File: config.mk
export PLATFORM = sky130hd
export DESIGN_NAME = imem_load_ctrl
export DESIGN_NICKNAME = d
export VERILOG_FILES = /design/src/rtl/imem_load_ctrl_pkg.sv /design/src/rtl/imem_load_ctrl.sv
export SDC_FILE = /design/constraint.sdc
export NUM_CORES = 1
export LEC_CHECK = 0
export ABC_AREA = 0
export CAP_MARGIN = 20
export CELL_PAD_IN_SITES_DETAIL_PLACEMENT = 1
export CELL_PAD_IN_SITES_GLOBAL_PLACEMENT = 2
export CORE_MARGIN = 4
export CORE_UTILIZATION = 34
export CTS_CLUSTER_DIAMETER = 200
export DETAILED_ROUTE_END_ITERATION = 10
export GPL_ROUTABILITY_DRIVEN = 0
export PLACE_DENSITY_LB_ADDON = 0.1
export RECOVER_POWER = 50
export SYNTH_ARGS = -nofsm -noshare
export SYNTH_HDL_FRONTEND = slang
export SYNTH_SLANG_ARGS = --single-unit
File: constraint.sdc
create_clock -name clk -period 5.05 [get_ports clk]
set_clock_uncertainty 0.15 [all_clocks]
set_input_delay 1.01 -clock clk [delete_from_list [all_inputs] [get_ports clk]]
set_output_delay 1.01 -clock clk [all_outputs]
set_load 0.01 [all_outputs]
File: src/rtl/imem_load_ctrl_pkg.sv
// Shared types and constants for the imem UART loader.
package imem_load_ctrl_pkg;
  typedef enum logic [1:0] {IDLE, LEN, DATA, DONE} state_t;
  localparam int IMEM_AW_DEF = 16;
  localparam int LEN_BYTES   = 4;
endpackage

File: src/rtl/imem_load_ctrl.sv
// Instruction-memory loader: passes CPU fetches through when idle, otherwise
// assembles a length-prefixed UART byte stream into little-endian imem words.
module imem_load_ctrl
  import imem_load_ctrl_pkg::*;
#(
  parameter int IMEM_AW = IMEM_AW_DEF
) (
  input  logic               clk,
  input  logic               reset,
  input  logic               load_imem,
  input  logic               rx_valid,
  input  logic [7:0]         rx_data,
  input  logic               cpu_imem_rd,
  input  logic [IMEM_AW-1:0] cpu_imem_addr,
  output logic               imem_rd,
  output logic [IMEM_AW-3:0] imem_addr,
  output logic [31:0]        imem_wdata,
  output logic [3:0]         imem_we,
  output logic               cpu_hold,
  output logic               cpu_reset_req,
  output logic               load_done,
  output logic               load_err
);
  localparam int WAW = IMEM_AW - 2;

  state_t         state, state_nxt;
  logic           load_q;
  logic [31:0]    len, len_full, byte_cnt, wbuf, wbuf_nxt;
  logic [1:0]     len_cnt;
  logic [3:0]     lane_mask, lane_bit, we_q;
  logic [WAW-1:0] wptr;
  logic           last_q;
  logic           start, len_bad, byte_last, rx_take, word_fire, wr_cycle;
  logic [1:0]     unused_addr_bits;

  assign unused_addr_bits = cpu_imem_addr[1:0];
  assign start     = load_imem && !load_q;
  assign len_bad   = {1'b0, len_full} > (33'd1 << IMEM_AW);
  assign byte_last = (byte_cnt + 32'd1) == len;
  // last_q blocks stray bytes once the final word has been handed off
  assign rx_take   = (state == DATA) && load_imem && rx_valid && !last_q;
  assign word_fire = rx_take && ((byte_cnt[1:0] == 2'd3) || byte_last);
  assign wr_cycle  = |we_q;
  assign lane_bit  = 4'b0001 << byte_cnt[1:0];

  always_comb begin
    len_full = len;
    len_full[8*len_cnt +: 8] = rx_data;
    wbuf_nxt = wbuf;
    wbuf_nxt[8*byte_cnt[1:0] +: 8] = rx_data;
  end

  always_ff @(posedge clk) begin
    if (!reset) state <= IDLE;
    else        state <= state_nxt;
  end

  always_comb begin
    state_nxt     = state;
    cpu_hold      = 1'b1;
    imem_rd       = 1'b0;
    imem_addr     = wptr;
    imem_we       = 4'b0000;
    load_done     = 1'b0;
    cpu_reset_req = 1'b0;
    case (state)
      IDLE: begin
        cpu_hold  = 1'b0;
        imem_rd   = cpu_imem_rd;
        imem_addr = cpu_imem_addr[IMEM_AW-1:2];
        if (start) state_nxt = LEN;
      end
      LEN: begin
        if (!load_imem) state_nxt = IDLE;
        else if (rx_valid && len_cnt == 2'(LEN_BYTES - 1)) begin
          if (len_bad)             state_nxt = IDLE;
          else if (len_full == '0) state_nxt = DONE;
          else                     state_nxt = DATA;
        end
      end
      DATA: begin
        imem_we = we_q;
        if (!load_imem)           state_nxt = IDLE;
        else if (wr_cycle && last_q) state_nxt = DONE;
      end
      DONE: begin
        load_done     = 1'b1;
        cpu_reset_req = 1'b1;
        state_nxt     = IDLE;
      end
      default: state_nxt = IDLE;
    endcase
  end

  always_ff @(posedge clk) begin
    if (!reset) begin
      load_q     <= 1'b0;
      len        <= '0;
      len_cnt    <= '0;
      byte_cnt   <= '0;
      wbuf       <= '0;
      lane_mask  <= '0;
      we_q       <= '0;
      wptr       <= '0;
      last_q     <= 1'b0;
      imem_wdata <= '0;
      load_err   <= 1'b0;
    end else begin
      load_q <= load_imem;
      we_q   <= '0;
      case (state)
        IDLE: if (start) begin
          load_err  <= 1'b0;
          len       <= '0;
          len_cnt   <= '0;
          byte_cnt  <= '0;
          lane_mask <= '0;
          wptr      <= '0;
          last_q    <= 1'b0;
        end
        LEN: begin
          if (!load_imem) load_err <= 1'b1;
          else if (rx_valid) begin
            len     <= len_full;
            len_cnt <= len_cnt + 2'd1;
            if (len_cnt == 2'(LEN_BYTES - 1) && len_bad) load_err <= 1'b1;
          end
        end
        DATA: begin
          if (!load_imem) begin
            load_err  <= 1'b1;
            lane_mask <= '0;
          end else begin
            // pointer advances after its write cycle, never past the last word
            if (wr_cycle && !last_q) wptr <= wptr + 1'b1;
            if (rx_take) begin
              byte_cnt <= byte_cnt + 32'd1;
              if (word_fire) begin
                we_q       <= lane_mask | lane_bit;
                imem_wdata <= wbuf_nxt;
                lane_mask  <= '0;
                last_q     <= byte_last;
              end else begin
                wbuf      <= wbuf_nxt;
                lane_mask <= lane_mask | lane_bit;
              end
            end
          end
        end
        default: ;
      endcase
    end
  end
endmodule

==> results <==
- 0 antenna diodes ended up in the layout.
- The final reports fail on capacitance limit, slew limit.
- The area of the mapped netlist is roughly 0.0085 sq mm.
- The number of fillers in the final layout is approximately 3000.
- The sequential area share after synthesis is 0.368.
- In the final routed layout, each cell accounts on average for 18.9 microns.
- The global-route wire length before repair is 45400 microns.
- The post-detailed-route via-to-cell ratio is between 5 and 6.
- The gate count after technology mapping is ~1100.
- The half-perimeter wire length after placement is roughly 20000 microns.
- The number of library cell types mapped by synthesis is just under 70.
- The total overflow left after global routing is 0.
- Once placement finished, the instance area stood at approximately 0.0096 sq mm.
- Of the available clock period, the critical path in the final layout requires 0.844.
- Of the post-synthesis cell area, the dominant cell type holds 0.368.
- The most used flip-flop cell after synthesis is dfxtp_1.
- The maximum clock path buffer count is 2.
- The depth of the worst register-to-register path is 10.
- The area of the die is around 0.028 sq mm.
- The sort of element at the start of the critical path is a register.
- The average cell area after synthesis is 7.94 sq um.
- Synthesis produced a netlist with a net count of around 1100.
- The critical path arrival is roughly 4.5 ns.
- The H-tree was split into 4 levels.
- The remaining antenna violation count after routing is 0.
- The maximum clock frequency is 235 MHz.
- Sorting the synthesized cells by area gives the leading types as dfxtp_1 (37%), nand2_1 (8.0%), mux2i_1 (5.7%).
- The number of synthesized register bits is between 150 and 200.
- The setup check on the worst reg-to-reg path leaves a slack of around 0.79 ns.
- The area of the placeable core is roughly 0.025 sq mm.
- The async set or reset register ratio after synthesis is 0.
- The number of endpoints with negative hold slack in the final report is 0.
- Clock tree synthesis selected as its root buffer the cell clkbuf_16.
- The number of global-route vias before repair is a little over 8000.
- Across the VDD grid, the largest voltage drop is around 170 uV.
- The largest total area in the synthesized netlist belongs to dfxtp_1.
- The die is 166 microns wide.
- The accumulated negative setup slack is 0 ns.
- The flow ran to the end, but the final reports show violations.
- The fraction of layout cells with a size suffix above 1 is 0.0641.
- The smallest clock period supported by the final layout is computed as 4.26 ns.
- The total non-filler cell area in the finished layout is a little over 0.01 sq mm.
- The clock tree from TritonCTS is done.
- The number of setup buffers added after CTS is 0.
- The number of pins exceeding their max-slew limit in the final report is 29.
- The detailed-route via count is between 7000 and 8000.
- For the pin with the worst max-slew slack, the measured transition is 1.62 ns.
- Setup slack on the critical path of the routed design comes to 0.786 ns.
- The worst setup path is captured at a register.
- The pre-CTS setup slack is 0.825 ns.
- The total of warnings raised by yosys is 0.
- Entering global routing, the biggest net connects 75 pins.
- The DRC violation count after routing is 0.
- Setup repair after global routing left no endpoint under its margin.
- In this run the most critical hold path is launched from imem_wdata[13].
- The number of nets in the layout is 1172.
- Buffers placed on the I/O ports in this run total 81.
- Counting instances, the worst hold path has a depth of 2.
- The worst hold path terminates at imem_wdata[13].
- The cell area power density is about 280 mW/mm^2.
- In this run, post-CTS hold repair placed 0 buffers.
- The starting DRC count in detailed routing is between 400 and 500.
- Compared with the post-synthesis result, the final layout area differs by 19.7%.
- The max capacitance violation total is 1.
- The origin of the critical flop-to-flop path is byte_cnt[8].
- The effective utilization at floorplan is 0.348.
- The critical path data required time is between 5 and 6 ns.
- The destination of the worst register-to-register timing path is wbuf[6].
- The worst hold path belongs to the class register to register.
- The final routed wirelength across all metal layers is 27700 microns.
- The cell leakage power is approximately 3.9 nW.
- For this run, the total global-route usage over all layers was measured as 0.201.
- The clock latency of the later-clocked register in the worst-skew pair is about 0.44 ns.
- The largest fanout of any net on the critical path is 24.
- The initial antenna violation count is 0.
- The number of search-and-repair iterations in the first detailed-routing pass is 5.
- Setup violations remaining at the end of the flow were counted as 0.
- For this design the top-level I/O count stands at 84.
- The vertical die dimension is roughly 170 microns.
- The total clock buffers created by CTS is 17.
- In this run, synthesis inferred 0 flip-flops with an integrated enable.
- The sink count of the clock tree is ~160.
- The tightest hold margin is about 0.31 ns.
- The critical path class is register to register.
- The count of instances resized after the clock tree is built is 0.
- The number of core rows is 57.
- The relative slew slack is -0.0793.
- The clock-pin slew on the worst setup and hold paths is roughly 0.08 ns.
## synthesized netlist by cell type, drive strengths merged (3+ instances only)
library cell and instances:
clkbuf 46, nor4 15, nor3 39, o211a 12, mux2 14, a21o 6, nor2b 22, or2 3
nand4 22, xor2 27, a31oi 3, buf 20, or3 8, a211oi 7, and2 19, nor2 89
a21boi 5, dfxtp 157, mux2i 49, xnor2 23, a21oi 50, ha 17, nand2 182, o21ai 56
nand3 33, o2111ai 6, nand2b 8, or4 7, a22oi 39, inv 44, and3 9
## stage by stage
step,utilization,std cells,power (mW)
after global routing,0.416,1463,3.01
after floorplan,-,1075,1.47
after CTS,0.417,1463,2.95
after detailed placement,0.392,1431,1.61
final,0.416,1463,2.90
after global placement,0.392,1431,1.61
## sequential cells by signal, summed over array words and instances (netlist names)
register / cells
load_q: 1
len: 32
last_q: 1
imem_wdata: 32
wptr: 14
load_err: 1
lane_mask: 4
byte_cnt: 32
len_cnt: 2
we_q: 4
state: 2
wbuf: 32
## how the worst max path moves through the flow
stage	start	end	slack, ns	depth (start not counted)
2_1_floorplan	byte_cnt[14]	imem_wdata[10]	1.56	12
3_3_place_gp	byte_cnt[1]	wbuf[10]	0.86	11
3_5_place_dp	byte_cnt[1]	wbuf[6]	0.83	11
4_1_cts	byte_cnt[1]	wbuf[6]	0.80	11
5_1_grt	byte_cnt[8]	wbuf[6]	0.44	10
6_report	byte_cnt[8]	wbuf[6]	0.79	10
## where the power goes
| group | total [mW] | switching [mW] | internal, mW |
|---|---|---|---|
| logic | 0.324 | 0.196 | 0.128 |
| registers | 1.25 | 0.00883 | 1.25 |
| clock network | 1.33 | 0.644 | 0.681 |
## kinds of logic (layout without fill, tap and decap cells)
family,after synthesis,count (layout),share of synthesized area
buf+inv,111,175,0.0540
compound gates,210,210,0.163
xor+xnor,50,50,0.0513
simple gates,467,467,0.262
mux,63,63,0.0760
fa+ha+maj,17,17,0.0249
flops,157,157,0.368
## area by class of cell
class / instances / area (sq um) / area share
multi-input combinational: 807 / 4940 / 0.484
sequential: 157 / 3140 / 0.308
timing repair buffer: 98 / 953 / 0.0934
clock buffer: 18 / 439 / 0.0430
tap: 324 / 405 / 0.0397
inverter: 45 / 169 / 0.0165
clock inverter: 14 / 160 / 0.0157
## layout by cell type (no fill, tap or decap), drive strengths merged, types with 8 or more instances in the layout
cell type and instances:
nand2 182, dfxtp 157, nor2 89, o21ai 56, inv 53, a21oi 50
mux2i 49, clkdlybuf4s50 43, a22oi 39, nor3 39, dlygate4sd3 37, nand3 33
xor2 27, xnor2 23, nor2b 22, nand4 22, clkbuf 20, and2 19
ha 17, buf 16, nor4 15, mux2 14, o211a 12, and3 9
nand2b 8, or3 8
## critical path, stage by stage (launching register included)
cell and delay (ns):
dfxtp_1 0.54, nand4_2 0.30, nor4_1 0.57, nand4_1 0.31
a32oi_1 0.34, o221ai_1 0.15, or4_1 0.62, nor4_1 0.53
or3_1 0.24, buf_12 0.22, mux2i_1 0.21
## metal layers
layer / share of wire / wire, microns / global-route usage / up-vias
li1: - / - / - / 3856
met1: 0.49 / 13400 / 0.271 / 3828
met2: 0.48 / 13200 / 0.342 / 114
met3: 0.024 / 665 / 0.0294 / 31
met4: 0.015 / 412 / 0.0473 / 0
met5: 0 / 0 / 0 / -
Power figures use the tool's default switching activity.
